<file path="src/rtl/tpu_pkg.sv">
// Shared types and constants for the TPU writeback DMA (AXI4 write master).
package tpu_pkg;

    localparam logic [1:0] AXI_BURST_INCR = 2'b01;
    localparam logic [1:0] AXI_RESP_OKAY  = 2'b00;

    // FSM state encoding, kept as plain constants for legacy tools.
    typedef logic [2:0] wb_state_t;
    localparam wb_state_t ST_IDLE = 3'd0;
    localparam wb_state_t ST_RD   = 3'd1;
    localparam wb_state_t ST_CAP  = 3'd2;
    localparam wb_state_t ST_AW   = 3'd3;
    localparam wb_state_t ST_W    = 3'd4;
    localparam wb_state_t ST_B    = 3'd5;
    localparam wb_state_t ST_DONE = 3'd6;

    function automatic int bytes_per_word(input int data_width);
        return data_width / 8;
    endfunction

    function automatic int row_bytes(input int words, input int data_width);
        return words * (data_width / 8);
    endfunction

endpackage

</file>
<file path="src/rtl/tpu_wb_row_serializer.sv">
// Holds one result row and presents it one word per W beat, index 0 first.
module tpu_wb_row_serializer #(
    parameter int W  = 16,
    parameter int DW = 32
) (
    input  logic            clk,
    input  logic            rst,
    input  logic            load,
    input  logic [W*DW-1:0] row_in,
    input  logic            advance,
    output logic [DW-1:0]   word,
    output logic            last
);
    localparam int CW = (W > 1) ? $clog2(W) : 1;

    logic [W*DW-1:0] row_q;
    logic [CW-1:0]   beat;

    // Parallel load restarts the beat counter; each accepted beat steps it.
    always_ff @(posedge clk) begin
        if (rst) begin
            row_q <= '0;
            beat  <= '0;
        end else if (load) begin
            row_q <= row_in;
            beat  <= '0;
        end else if (advance && !last) begin
            beat <= beat + CW'(1);
        end
    end

    assign word = row_q[beat*DW +: DW];
    assign last = (beat == CW'(W - 1));

endmodule

</file>
<file path="src/rtl/tpu_writeback_dma.sv">
// Writeback DMA: reads result rows from the core buffer and writes each row
// as one AXI4 INCR burst. Optional perf counters: TPU_WB_PERF_CNT_EN.
//
// Handshakes: a transfer happens on a rising edge where valid and ready are
// both high; valid never drops and its payload never changes before that.
module tpu_writeback_dma
    import tpu_pkg::*;
#(
    parameter int SYSTOLIC_ARRAY_WIDTH = 16,
    parameter int DATA_WIDTH_ACCUM     = 32,
    parameter int ADDR_WIDTH           = 10,
    parameter int AXI_ADDR_WIDTH       = 32
) (
    input  logic                                           clk,
    input  logic                                           rst,
    input  logic                                           start_pulse,
    input  logic [AXI_ADDR_WIDTH-1:0]                      dest_addr,
    input  logic [ADDR_WIDTH-1:0]                          src_addr,
    input  logic [15:0]                                    length,
    output logic                                           done_irq,
    output logic                                           busy,
    output logic                                           err,
    output logic [ADDR_WIDTH-1:0]                          rd_addr,
    output logic                                           rd_en,
    input  logic [SYSTOLIC_ARRAY_WIDTH*DATA_WIDTH_ACCUM-1:0] rd_data,
    output logic [AXI_ADDR_WIDTH-1:0]                      m_axi_awaddr,
    output logic [7:0]                                     m_axi_awlen,
    output logic [2:0]                                     m_axi_awsize,
    output logic [1:0]                                     m_axi_awburst,
    output logic                                           m_axi_awvalid,
    input  logic                                           m_axi_awready,
    output logic [DATA_WIDTH_ACCUM-1:0]                    m_axi_wdata,
    output logic [DATA_WIDTH_ACCUM/8-1:0]                  m_axi_wstrb,
    output logic                                           m_axi_wlast,
    output logic                                           m_axi_wvalid,
    input  logic                                           m_axi_wready,
    input  logic [1:0]                                     m_axi_bresp,
    input  logic                                           m_axi_bvalid,
    output logic                                           m_axi_bready
`ifdef TPU_WB_PERF_CNT_EN
   ,output logic [31:0]                                    perf_busy_cycles,
    output logic [31:0]                                    perf_stall_cycles
`endif
);
    localparam int W   = SYSTOLIC_ARRAY_WIDTH;
    localparam int BPW = bytes_per_word(DATA_WIDTH_ACCUM);
    localparam int RB  = row_bytes(W, DATA_WIDTH_ACCUM);

    localparam logic [AXI_ADDR_WIDTH-1:0] LOW_MASK = AXI_ADDR_WIDTH'(RB - 1);
    localparam logic [AXI_ADDR_WIDTH-1:0] ROW_STEP = AXI_ADDR_WIDTH'(RB);
    localparam logic [2:0]                AW_SIZE  = 3'($clog2(BPW));

    wb_state_t                 state;
    logic [AXI_ADDR_WIDTH-1:0] aw_addr_q;
    logic [15:0]               rows_left;
    logic                      err_q;
    logic                      start_accept;
    logic                      misaligned;
    logic                      w_last;

    assign start_accept = (state == ST_IDLE) && start_pulse;
    // A row-misaligned base could let a burst straddle a 4 KB page.
    assign misaligned   = |(dest_addr & LOW_MASK);

    // Command sequencing: one row read, one burst, one response at a time.
    always_ff @(posedge clk) begin
        if (rst) begin
            state     <= ST_IDLE;
            rd_addr   <= '0;
            aw_addr_q <= '0;
            rows_left <= '0;
            err_q     <= 1'b0;
        end else begin
            case (state)
                ST_IDLE: begin
                    if (start_pulse) begin
                        err_q     <= misaligned;
                        rd_addr   <= src_addr;
                        aw_addr_q <= dest_addr & ~LOW_MASK;
                        rows_left <= length;
                        state     <= (length == 16'd0) ? ST_DONE : ST_RD;
                    end
                end
                ST_RD:  state <= ST_CAP;
                ST_CAP: state <= ST_AW;
                ST_AW: begin
                    if (m_axi_awready) state <= ST_W;
                end
                ST_W: begin
                    if (m_axi_wready && w_last) state <= ST_B;
                end
                ST_B: begin
                    if (m_axi_bvalid) begin
                        if (m_axi_bresp != AXI_RESP_OKAY) err_q <= 1'b1;
                        rows_left <= rows_left - 16'd1;
                        if (rows_left == 16'd1) begin
                            state <= ST_DONE;
                        end else begin
                            rd_addr   <= rd_addr + ADDR_WIDTH'(1);
                            aw_addr_q <= aw_addr_q + ROW_STEP;
                            state     <= ST_RD;
                        end
                    end
                end
                ST_DONE: state <= ST_IDLE;
                default: state <= ST_IDLE;
            endcase
        end
    end

    tpu_wb_row_serializer #(
        .W  (W),
        .DW (DATA_WIDTH_ACCUM)
    ) u_ser (
        .clk     (clk),
        .rst     (rst),
        .load    (state == ST_CAP),
        .row_in  (rd_data),
        .advance ((state == ST_W) && m_axi_wready),
        .word    (m_axi_wdata),
        .last    (w_last)
    );

    assign done_irq      = (state == ST_DONE);
    assign busy          = (state != ST_IDLE);
    assign err           = err_q;
    assign rd_en         = (state == ST_RD);
    assign m_axi_awaddr  = aw_addr_q;
    assign m_axi_awlen   = 8'(W - 1);
    assign m_axi_awsize  = AW_SIZE;
    assign m_axi_awburst = AXI_BURST_INCR;
    assign m_axi_awvalid = (state == ST_AW);
    assign m_axi_wstrb   = '1;
    assign m_axi_wlast   = (state == ST_W) && w_last;
    assign m_axi_wvalid  = (state == ST_W);
    assign m_axi_bready  = (state == ST_B);

`ifdef TPU_WB_PERF_CNT_EN
    logic stall;
    assign stall = (m_axi_awvalid && !m_axi_awready) || (m_axi_wvalid && !m_axi_wready);

    // Saturating activity counters, restarted by each accepted command.
    always_ff @(posedge clk) begin
        if (rst || start_accept) begin
            perf_busy_cycles  <= '0;
            perf_stall_cycles <= '0;
        end else begin
            if (busy && !(&perf_busy_cycles))
                perf_busy_cycles <= perf_busy_cycles + 32'd1;
            if (stall && !(&perf_stall_cycles))
                perf_stall_cycles <= perf_stall_cycles + 32'd1;
        end
    end
`endif

endmodule
</file>
<file path="config.mk">
export PLATFORM = sky130hd
export DESIGN_NAME = tpu_writeback_dma
export DESIGN_NICKNAME = d
export VERILOG_FILES = /design/src/rtl/tpu_pkg.sv /design/src/rtl/tpu_wb_row_serializer.sv /design/src/rtl/tpu_writeback_dma.sv
export SDC_FILE = /design/constraint.sdc
export NUM_CORES = 1
export LEC_CHECK = 0
export ABC_AREA = 1
export ABC_CLOCK_PERIOD_IN_PS = 2770
export CORE_MARGIN = 2
export CORE_UTILIZATION = 40
export CTS_CLUSTER_SIZE = 25
export DETAILED_ROUTE_END_ITERATION = 6
export PLACE_DENSITY = 0.7
export SLEW_MARGIN = 20
export SYNTH_ARGS = -nofsm -noshare
export SYNTH_HDL_FRONTEND = slang
export SYNTH_SLANG_ARGS = --single-unit
</file>
<file path="constraint.sdc">
create_clock -name clk -period 2.77 [get_ports clk]
set_clock_uncertainty 0.05 [all_clocks]
set_input_delay 0.6925 -clock clk [delete_from_list [all_inputs] [get_ports clk]]
set_output_delay 0.6925 -clock clk [all_outputs]
set_load 0.005 [all_outputs]
</file>
## Word-level counts from Yosys, hierarchy flattened

Cells that the tools add are included.
W data, S select, Z words.

- Register bits: 578
- Output and inout bits: 99
- Word-level logic and storage cells: 64

- Add/sub/neg operators: 4
- Shift-type cells: 1
- Reduce and logical (&&, ||, !) cells: 16
- Mux-type cells: 22
- Equality and inequality tests: 14

Operators by type and width:

| operator | number |
|---|---|
| $shiftx A512 B10 Y32 | 1 |
| $mux W32 | 3 |
| $pmux W32 S2 | 1 |
| $add A32 B7 Y32 const B | 1 |
| $mux W16 | 2 |
| $pmux W16 S2 | 1 |
| $mux W10 | 3 |
| $pmux W10 S2 | 1 |
| $mux W3 | 6 |
| $pmux W3 S6 | 1 |
| $eq A16 B1 Y1 const B | 1 |
| $logic_not A16 Y1 | 1 |
| $sub A16 B1 Y16 const B | 1 |
| $reduce_and A4 Y1 | 3 |
| $add A10 B1 Y10 const B | 1 |
| $eq A3 B3 Y1 const B | 3 |
| $eq A3 B2 Y1 const B | 2 |
| $ne A2 B1 Y1 const B | 3 |
| $ne A2 B2 Y1 const B | 3 |
| $reduce_or A6 Y1 | 1 |
| $add A4 B1 Y4 const B | 1 |
| $eq A4 B4 Y1 const B | 1 |
| $logic_and A1 B1 Y1 | 4 |
| $reduce_bool A2 Y1 | 2 |
| other kinds (8) | 10 |

## Depth between registers and ports, before layout

Gate-level depths: netlist (run 1).

- Depth in word-level cells: 4
- Gate-level depth with buffers: 13

## Cells and area by module

A second synthesis (run 1) with hierarchy kept.

- Cells, all modules: 4290
- Area total of the unflattened synthesis: 28005.6 um^2

By module, submodules not included:

| module | instances | cells an instance | area an instance (um^2) |
|---|---|---|---|
| tpu_wb_row_serializer | 1 | 3533 | 23603.9 |
| tpu_writeback_dma | 1 | 757 | 4401.7 |

## Worst setup path after synthesis (run 1)

Ideal clock, no wire load.

- Path type: register to output
- From: register u_ser.beat[0]
- To: output port m_axi_wdata[11]
- Data arrival time: 1.428 ns
- Data required time: 2.027 ns
- Setup slack: 0.600 ns
- Stages on the path, launching flop included: 9
- Cells stage by stage: dfxtp_1 -> inv_2 -> buf_2 -> buf_2 -> clkbuf_1 -> o21ai_0 -> nand2_1 -> o211ai_1 -> nand3_1

- Cells in the longest elaborated chain, start to end: 1

RTL lines:

| what | line | source |
|---|---|---|
| start: declaration | tpu_wb_row_serializer.sv:17 | `logic [CW-1:0] beat;` |
| start signal: assignment | tpu_wb_row_serializer.sv:28 | `beat <= beat + CW'(1);` |
| $shiftx A512 B10 Y32 | tpu_wb_row_serializer.sv:32 | `assign word = row_q[beat*DW +: DW];` |
| end: declaration | tpu_writeback_dma.sv:32 | `output logic [DATA_WIDTH_ACCUM-1:0] m_axi_wdata,` |

No other way between the ends.

## Worst setup path in the final report (run 1)

- From: register u_ser.beat[0]
- To: output port m_axi_wdata[31]

The elaborated chain is that of the path after synthesis.

==> results.py, run 1 <==
metrics = {
    "logic_synthesis": {
        "syn-cell-area_mm2": 0.0267,
        "syn_inst": 3900,
        "synth.distinct_cells": 39,
        "ys_seq_area_share_pct": 42.9,
        "yosysWarnings": 0,
        "syn_area_per_cell_um2": 6.85,
        "synth-seq-cells": 572,
    },
    "worst_setup_path": {
        "crit_type": "reg -> out",
        "required_ns": 2.03,
        "worst_setup_path_start_kind": "register",
        "end_kind": "primary output",
        "crit_arrival_ns": 2.47,
        "critPathMaxFanout": 8,
    },
    "floorplanning": {
        "io_pins": 677,
        "die_x_um": 262,
        "coreArea_mm2": 0.0660,
        "die_h_um": 262,
        "start_util_pct": 40.5,
        "fp.dieArea_mm2": 0.0689,
        "row_count": 94,
    },
    "route": {
        "drt_first_iter_violations": 3048,
        "first_pass_iters": 6,
        "wl_met3_um": 10500,
        "ant_nets": 0,
        "met2WireLength_um": 56600,
        "wirelength_met1_um": 48100,
        "routedWlPerCell_um": 22.5,
        "routed_wl_um": 122000,
        "top_layer": "met5",
        "num_vias": 30100,
        "remaining_drc_errors": 0,
        "viasPerCell": 5.54,
    },
    "power": {
        "combPwrFrac_pct": 33.3,
        "switching_share_pct": 36.3,
        "p_leak_nw": 14.5,
        "clkPwrFrac_pct": 29.0,
        "p_sw_mw": 11.0,
        "peakVddDrop_v": 0.000574,
        "power_density_mw_per_mm2": 761,
        "p_seq_share_pct": 37.7,
        "internal_power_mw": 19.3,
    },
    "placed_design": {
        "portBuffers": 653,
        "dp_cells": 5227,
        "dp_hpwl_um": 86000,
        "gp_congestion": 0.949,
    },
    "timing": {
        "finalHoldViolations": 0,
        "rsz0062_at_grt": "true",
        "timing.final.ws_setup_ns": -0.439,
        "period_share_pct": 116,
        "max_slew_margin_pct": 28.8,
        "report.final.setup_viol": 33,
        "fmax_ghz": 0.312,
        "setup_tns_ns": -9.82,
        "drv_slew": 0,
        "post-route-min-period_ns": 3.21,
        "worst_slew_pin_slew_ns": 1.07,
    },
    "clock_tree": {
        "cts_max_path_buffers": 3,
        "clkTransAtPathRegs_ns": 0.06,
        "cts_num_sinks": 572,
        "cts_tree": "built",
        "clockRootBuffer": "clkbuf_16",
        "cts_buffers": 61,
        "insertion_delay_ns": 0.63,
        "htreeDepth": 2,
    },
    "global_route": {
        "grt_use_total_pct": 33.5,
        "grt_pass1_wl_um": 176000,
        "first_global_vias": 28100,
        "overflow": 0,
        "grt_max_degree": 164,
        "grt_antenna_before_repair": 29,
    },
    "run_status": {
        "violations": "setup timing",
        "status": "complete, but fails checks",
    },
    "finish": {
        "area_growth_pct": 48.8,
        "fin_nets": 5075,
        "fin_util_pct": 60.3,
        "final_common_cell": "a21oi_1",
        "final_cell_mix": "733 x a21oi_1, 619 x clkdlybuf4s50_1, 579 x nand2_1, 568 x dfxtp_1, 406 x o21ai_0",
        "final_layout_size_suffix_gt1_share_pct": 14.9,
        "fillers": 5925,
        "finalNonFillerCells": 5430,
    },
    "min_path": {
        "hp-class": "reg -> reg",
    },
    "run": {
        "maxCapViolations": 0,
    },
}
-- cell families (layout without fill, tap and decap cells) --
kind of cell | count (synthesis) | after routing | share of synthesized area, %
fa+ha+maj | 5 | 5 | 0.234
simple gates | 1208 | 1208 | 19.4
xor+xnor | 2 | 2 | 0.0656
buf+inv | 694 | 1314 | 10.6
flops | 572 | 572 | 42.9
other cells | 2 | 48 | 0.0281
compound gates | 1417 | 1417 | 26.9
-- metal layers --
layer / up-vias / track usage, %
met3: 310 / 6.75
li1: 14300 / -
met1: 14100 / 42.1
met5: - / 0
met4: 12 / 18.8
met2: 1410 / 53.6
-- metrics by stage --
step | setup slack (ns) | hold slack [ns] | instance area, µm² | power, mW
floorplan | 0.600 | 0.380 | 26800 | 16.6
global placement | -0.171 | 0.388 | 34600 | 20.6
detailed placement | -0.170 | 0.391 | 34600 | 20.7
CTS | -0.452 | 0.401 | 38300 | 29.8
global route | -0.524 | 0.414 | 39800 | 31.7
finish | -0.439 | 0.402 | 39800 | 30.3
-- power groups by stage --
stage	Clock [mW]	Combinational (mW)	Sequential, mW
floorplan	0	5.52	11.1
global placement	0	9.21	11.4
detailed placement	0	9.30	11.4
CTS	8.84	9.65	11.3
global route	9.20	11.0	11.6
finish	8.79	10.1	11.4
-- synth_stat cells (all sizes together) --
| master | instances | area (µm²) |
|---|---|---|
| a211oi | 2 | 15.0 |
| a21oi | 817 | 4090 |
| a22oi | 1 | 7.51 |
| a31oi | 2 | 12.5 |
| buf | 129 | 698 |
| clkbuf | 221 | 830 |
| clkinv | 1 | 3.75 |
| conb | 2 | 7.51 |
| dfxtp | 572 | 11500 |
| ha | 5 | 62.6 |
| inv | 343 | 1290 |
| nand2 | 638 | 2410 |
| nand3 | 413 | 2070 |
| nand3b | 6 | 45.0 |
| nand4 | 7 | 50.1 |
| nor2 | 120 | 453 |
| nor3 | 5 | 25.0 |
| nor3b | 1 | 7.51 |
| nor4 | 1 | 6.26 |
| o211ai | 20 | 150 |
| o21a | 3 | 22.5 |
| o21ai | 564 | 2830 |
| o21bai | 6 | 45.0 |
| o31ai | 2 | 15.0 |
| or2 | 17 | 109 |
| xnor2 | 1 | 8.76 |
| xor2 | 1 | 8.76 |
-- layout make-up --
cell class / instances / area [µm²] / area share (%)
timing repair buffer: 854 / 9380 / 23.6
clock buffer: 87 / 1820 / 4.57
sequential: 572 / 11500 / 28.8
clock inverter: 25 / 330 / 0.831
antenna: 25 / 62.6 / 0.157
tap: 864 / 1080 / 2.72
multi-input combinational: 2655 / 14200 / 35.8
timing repair inverter: 4 / 71.3 / 0.179
inverter: 344 / 1330 / 3.35
-- state kept, by name, indices dropped and copies added (netlist names) --
signal and count:
err 1, u_ser.row_q 512, m_axi_awaddr 26, state 3
rd_addr 10, rows_left 16, u_ser.beat 4
-- path summary, 6_finish.rpt --
path / start / slack (ns) / end / depth (start not counted)
min reg2reg: u_ser.row_q[423]$_SDFFE_PP0P_ / 0.40 / u_ser.row_q[423]$_SDFFE_PP0P_ / 2
max reg2reg: u_ser.beat[0]$_SDFFE_PP0P_ / 0.47 / state[2]$_SDFFE_PP0P_ / 14
min: u_ser.row_q[423]$_SDFFE_PP0P_ / 0.40 / u_ser.row_q[423]$_SDFFE_PP0P_ / 2
max: u_ser.beat[0]$_SDFFE_PP0P_ / -0.44 / m_axi_wdata[31] / 9
-- timing repair --
action / CTS / global route
resized for setup: 505 / 310
pin swaps: 99 / 123
hold buffers: 0 / 0
buffers inserted: 24 / 29
endpoints found under the setup margin: 34 / 35
gates cloned: 17 / 6
-- worst max-delay path, stage by stage (launching register included) --
cell and delay, ns:
dfxtp_4 0.37, buf_6 0.14, inv_16 0.05, buf_12 0.15
clkbuf_16 0.16, o21ai_2 0.10, nand2_1 0.09, o211ai_1 0.38
nand3_2 0.19, buf_2 0.18
(Power assumes the default switching activity.)
==> inputs of run 2 (changes only) <==
--- a/config.mk
+++ b/config.mk
@@ -11,7 +11,9 @@
 export CORE_UTILIZATION = 40
 export CTS_CLUSTER_SIZE = 25
 export DETAILED_ROUTE_END_ITERATION = 6
-export PLACE_DENSITY = 0.7
+export DONT_BUFFER_PORTS = 1
+export HOLD_SLACK_MARGIN = 0.03
+export PLACE_DENSITY = 0.57
 export SLEW_MARGIN = 20
 export SYNTH_ARGS = -nofsm -noshare
 export SYNTH_HDL_FRONTEND = slang
==> run 2 against run 1 <==
Compared with the run above: the run still ends with setup timing left; power is 7.1% lower; combinational power decreased by 20%; wire length is 4.6% lower; hold slack worse by 0.30 ns; die area unchanged; via count fell by 11%; sequential power is essentially flat; flip-flop and latch count unchanged; global-route usage is 1.4 points lower; utilization is 13 points lower; critical path type unchanged; highest routed layer unchanged.
==> results.py, run 2 (synthesis gave the netlist of run 1 again) <==
metrics = {
    "run_status": {
        "status": "complete, but fails checks",
        "violations": "setup timing",
    },
    "worst_setup_path": {
        "r2r-end": "rd_addr[8]$_SDFFE_PP0P_",
        "reg2reg_depth": 7,
        "crit_type": "reg -> out",
        "rrSetupSlack_ns": 0.23,
        "end_kind": "primary output",
        "critPathMaxFanout": 72,
        "r2r-start": "state[0]$_SDFFE_PP0P_",
        "worst_setup_path_start_kind": "register",
        "required_ns": 2.03,
        "crit_arrival_ns": 2.40,
    },
    "timing": {
        "post-route-min-period_ns": 3.14,
        "max_slew_margin_pct": 33.3,
        "fmax_ghz": 0.319,
        "drv_slew": 0,
        "report.final.setup_viol": 32,
        "timing.final.ws_setup_ns": -0.368,
        "finalHoldViolations": 0,
        "rsz0062_at_grt": "true",
        "period_share_pct": 113,
        "worst_slew_pin_slew_ns": 1.00,
    },
    "finish": {
        "fin_nets": 4361,
        "final_common_cell": "a21oi_1",
        "area_growth_pct": 17.8,
        "final_cell_mix": "789 x a21oi_1, 583 x nand2_1, 569 x dfxtp_1, 430 x o21ai_0, 369 x nand3_1",
        "largest-register": "u_ser.row_q",
        "finalNonFillerCells": 4722,
        "fin_area_mm2": 0.0315,
        "final_layout_size_suffix_gt1_share_pct": 12.2,
        "largest_reg_flops": 512,
    },
    "global_route": {
        "grt_pass1_wl_um": 167000,
        "grt_max_degree": 290,
        "first_global_vias": 24500,
        "grt_antenna_before_repair": 43,
        "overflow": 0,
        "grt_use_total_pct": 32.1,
    },
    "route": {
        "drt_first_iter_violations": 2694,
        "viasPerCell": 5.68,
        "remaining_drc_errors": 0,
        "ant_nets": 0,
        "routed_wl_um": 117000,
        "first_pass_iters": 6,
        "routedWlPerCell_um": 24.7,
        "num_vias": 26800,
    },
    "floorplanning": {
        "fp.dieArea_mm2": 0.0689,
        "row_count": 94,
        "die_x_um": 262,
        "die_h_um": 262,
        "coreArea_mm2": 0.0660,
        "io_pins": 677,
        "start_util_pct": 40.5,
    },
    "clock_tree": {
        "cts_buffers": 61,
        "cts_tree": "built",
        "clockRootBuffer": "clkbuf_16",
        "htreeDepth": 2,
        "cts_max_path_buffers": 3,
        "cts_num_sinks": 572,
        "insertion_delay_ns": 0.64,
        "clkTransAtPathRegs_ns": 0.07,
        "hold_buffers": 0,
    },
    "placed_design": {
        "gp_congestion": 0.903,
        "dp_cells": 4544,
        "dp_hpwl_um": 82100,
        "portBuffers": 0,
        "place_area_mm2": 0.0276,
    },
    "power": {
        "peakVddDrop_v": 0.000607,
        "power_density_mw_per_mm2": 893,
        "p_leak_nw": 11.3,
    },
    "min_path": {
        "hp-class": "in -> reg",
        "hold_path.startpoint": "rst",
        "holdPathEnd": "state[1]$_SDFFE_PP0P_",
        "whs_path_depth": 1,
    },
    "run": {
        "maxCapViolations": 0,
    },
}
==> run 2: cell types whose count changed in the layout (fill, tap and decap cells not counted), moves of 20 or more <==
cell             before  now
clkdlybuf4s50_1     619    0
nand3_1             347  369
a21oi_1             733  789
buf_6                55    8
o21ai_0             406  430
a21oi_2              58   26
buf_12               50   30
a21oi_4              26    2
==> run 2: layout make-up <==
cell class | count | area, µm²
multi-input cells | 2655 | 13500
diodes | 32 | 80.1
repair buffers | 141 | 1920
well taps | 864 | 1080
repair inverters | 3 | 55.1
clock buffers | 86 | 1780
flip-flops and latches | 572 | 11500
fillers | 6739 | 34500
inverters | 344 | 1330
clock inverters | 25 | 324
==> run 2: routing by layer <==
layer / routed length (µm) / track usage (%) / up-vias
met3: 8210 / 6.15 / 212
met1: 49600 / 42.1 / 12800
li1: - / - / 12800
met5: 126 / 0 / -
met2: 54200 / 52.0 / 1033
met4: 4610 / 13.2 / 18
==> run 2: worst max path at each step <==
| stage | cells past startpoint | end | from |
|---|---|---|---|
| final | 8 | m_axi_wdata[5] | u_ser.beat[0]$_SDFFE_PP0P_ |
| after global placement | 6 | m_axi_wdata[5] | u_ser.beat[0]$_SDFFE_PP0P_ |
| after floorplan | 8 | m_axi_wdata[11] | u_ser.beat[0]$_SDFFE_PP0P_ |
| after CTS | 9 | m_axi_wdata[14] | u_ser.beat[0]$_SDFFE_PP0P_ |
| after detailed placement | 6 | m_axi_wdata[5] | u_ser.beat[0]$_SDFFE_PP0P_ |
| after global routing | 8 | m_axi_wdata[5] | u_ser.beat[0]$_SDFFE_PP0P_ |
==> run 2: power breakdown <==
part	switching, mW	internal [mW]
registers	1.16	10.2
logic	5.53	2.53
clock network	3.60	5.11
total	10.3	17.8
==> run 2: worst max-delay path, cell delays in order, from the launching register on <==
cell	delay, ns
dfxtp_4	0.41
buf_12	0.18
buf_16	0.25
a21oi_1	0.11
o21ai_0	0.14
nand2_2	0.16
nand2_2	0.11
nand3_1	0.13
buf_4	0.17
==> run 2: stage by stage <==
stage                     power, mW  hold WS (ns)  TNS (ns)  util [%]  setup slack (ns)
final                          28.1        0.0978     -8.83      47.7            -0.368
after global routing           29.5        0.0939    -10.44      47.7            -0.406
after CTS                      28.0        0.0508     -9.35      47.1            -0.362
after detailed placement       19.1         0.392   -0.0949      41.8           -0.0949
after global placement         19.0         0.388   -0.0782      41.8           -0.0782
after floorplan                16.6         0.380         0         -             0.600
==> run 2: what timing repair did <==
item | CTS | global route
setup buffers | 18 | 0
cloned | 17 | 1
gates resized for setup | 311 | 98
hold endpoints to repair | 0 | 0
endpoints found under the setup margin | 33 | 34
pin swaps | 65 | 26
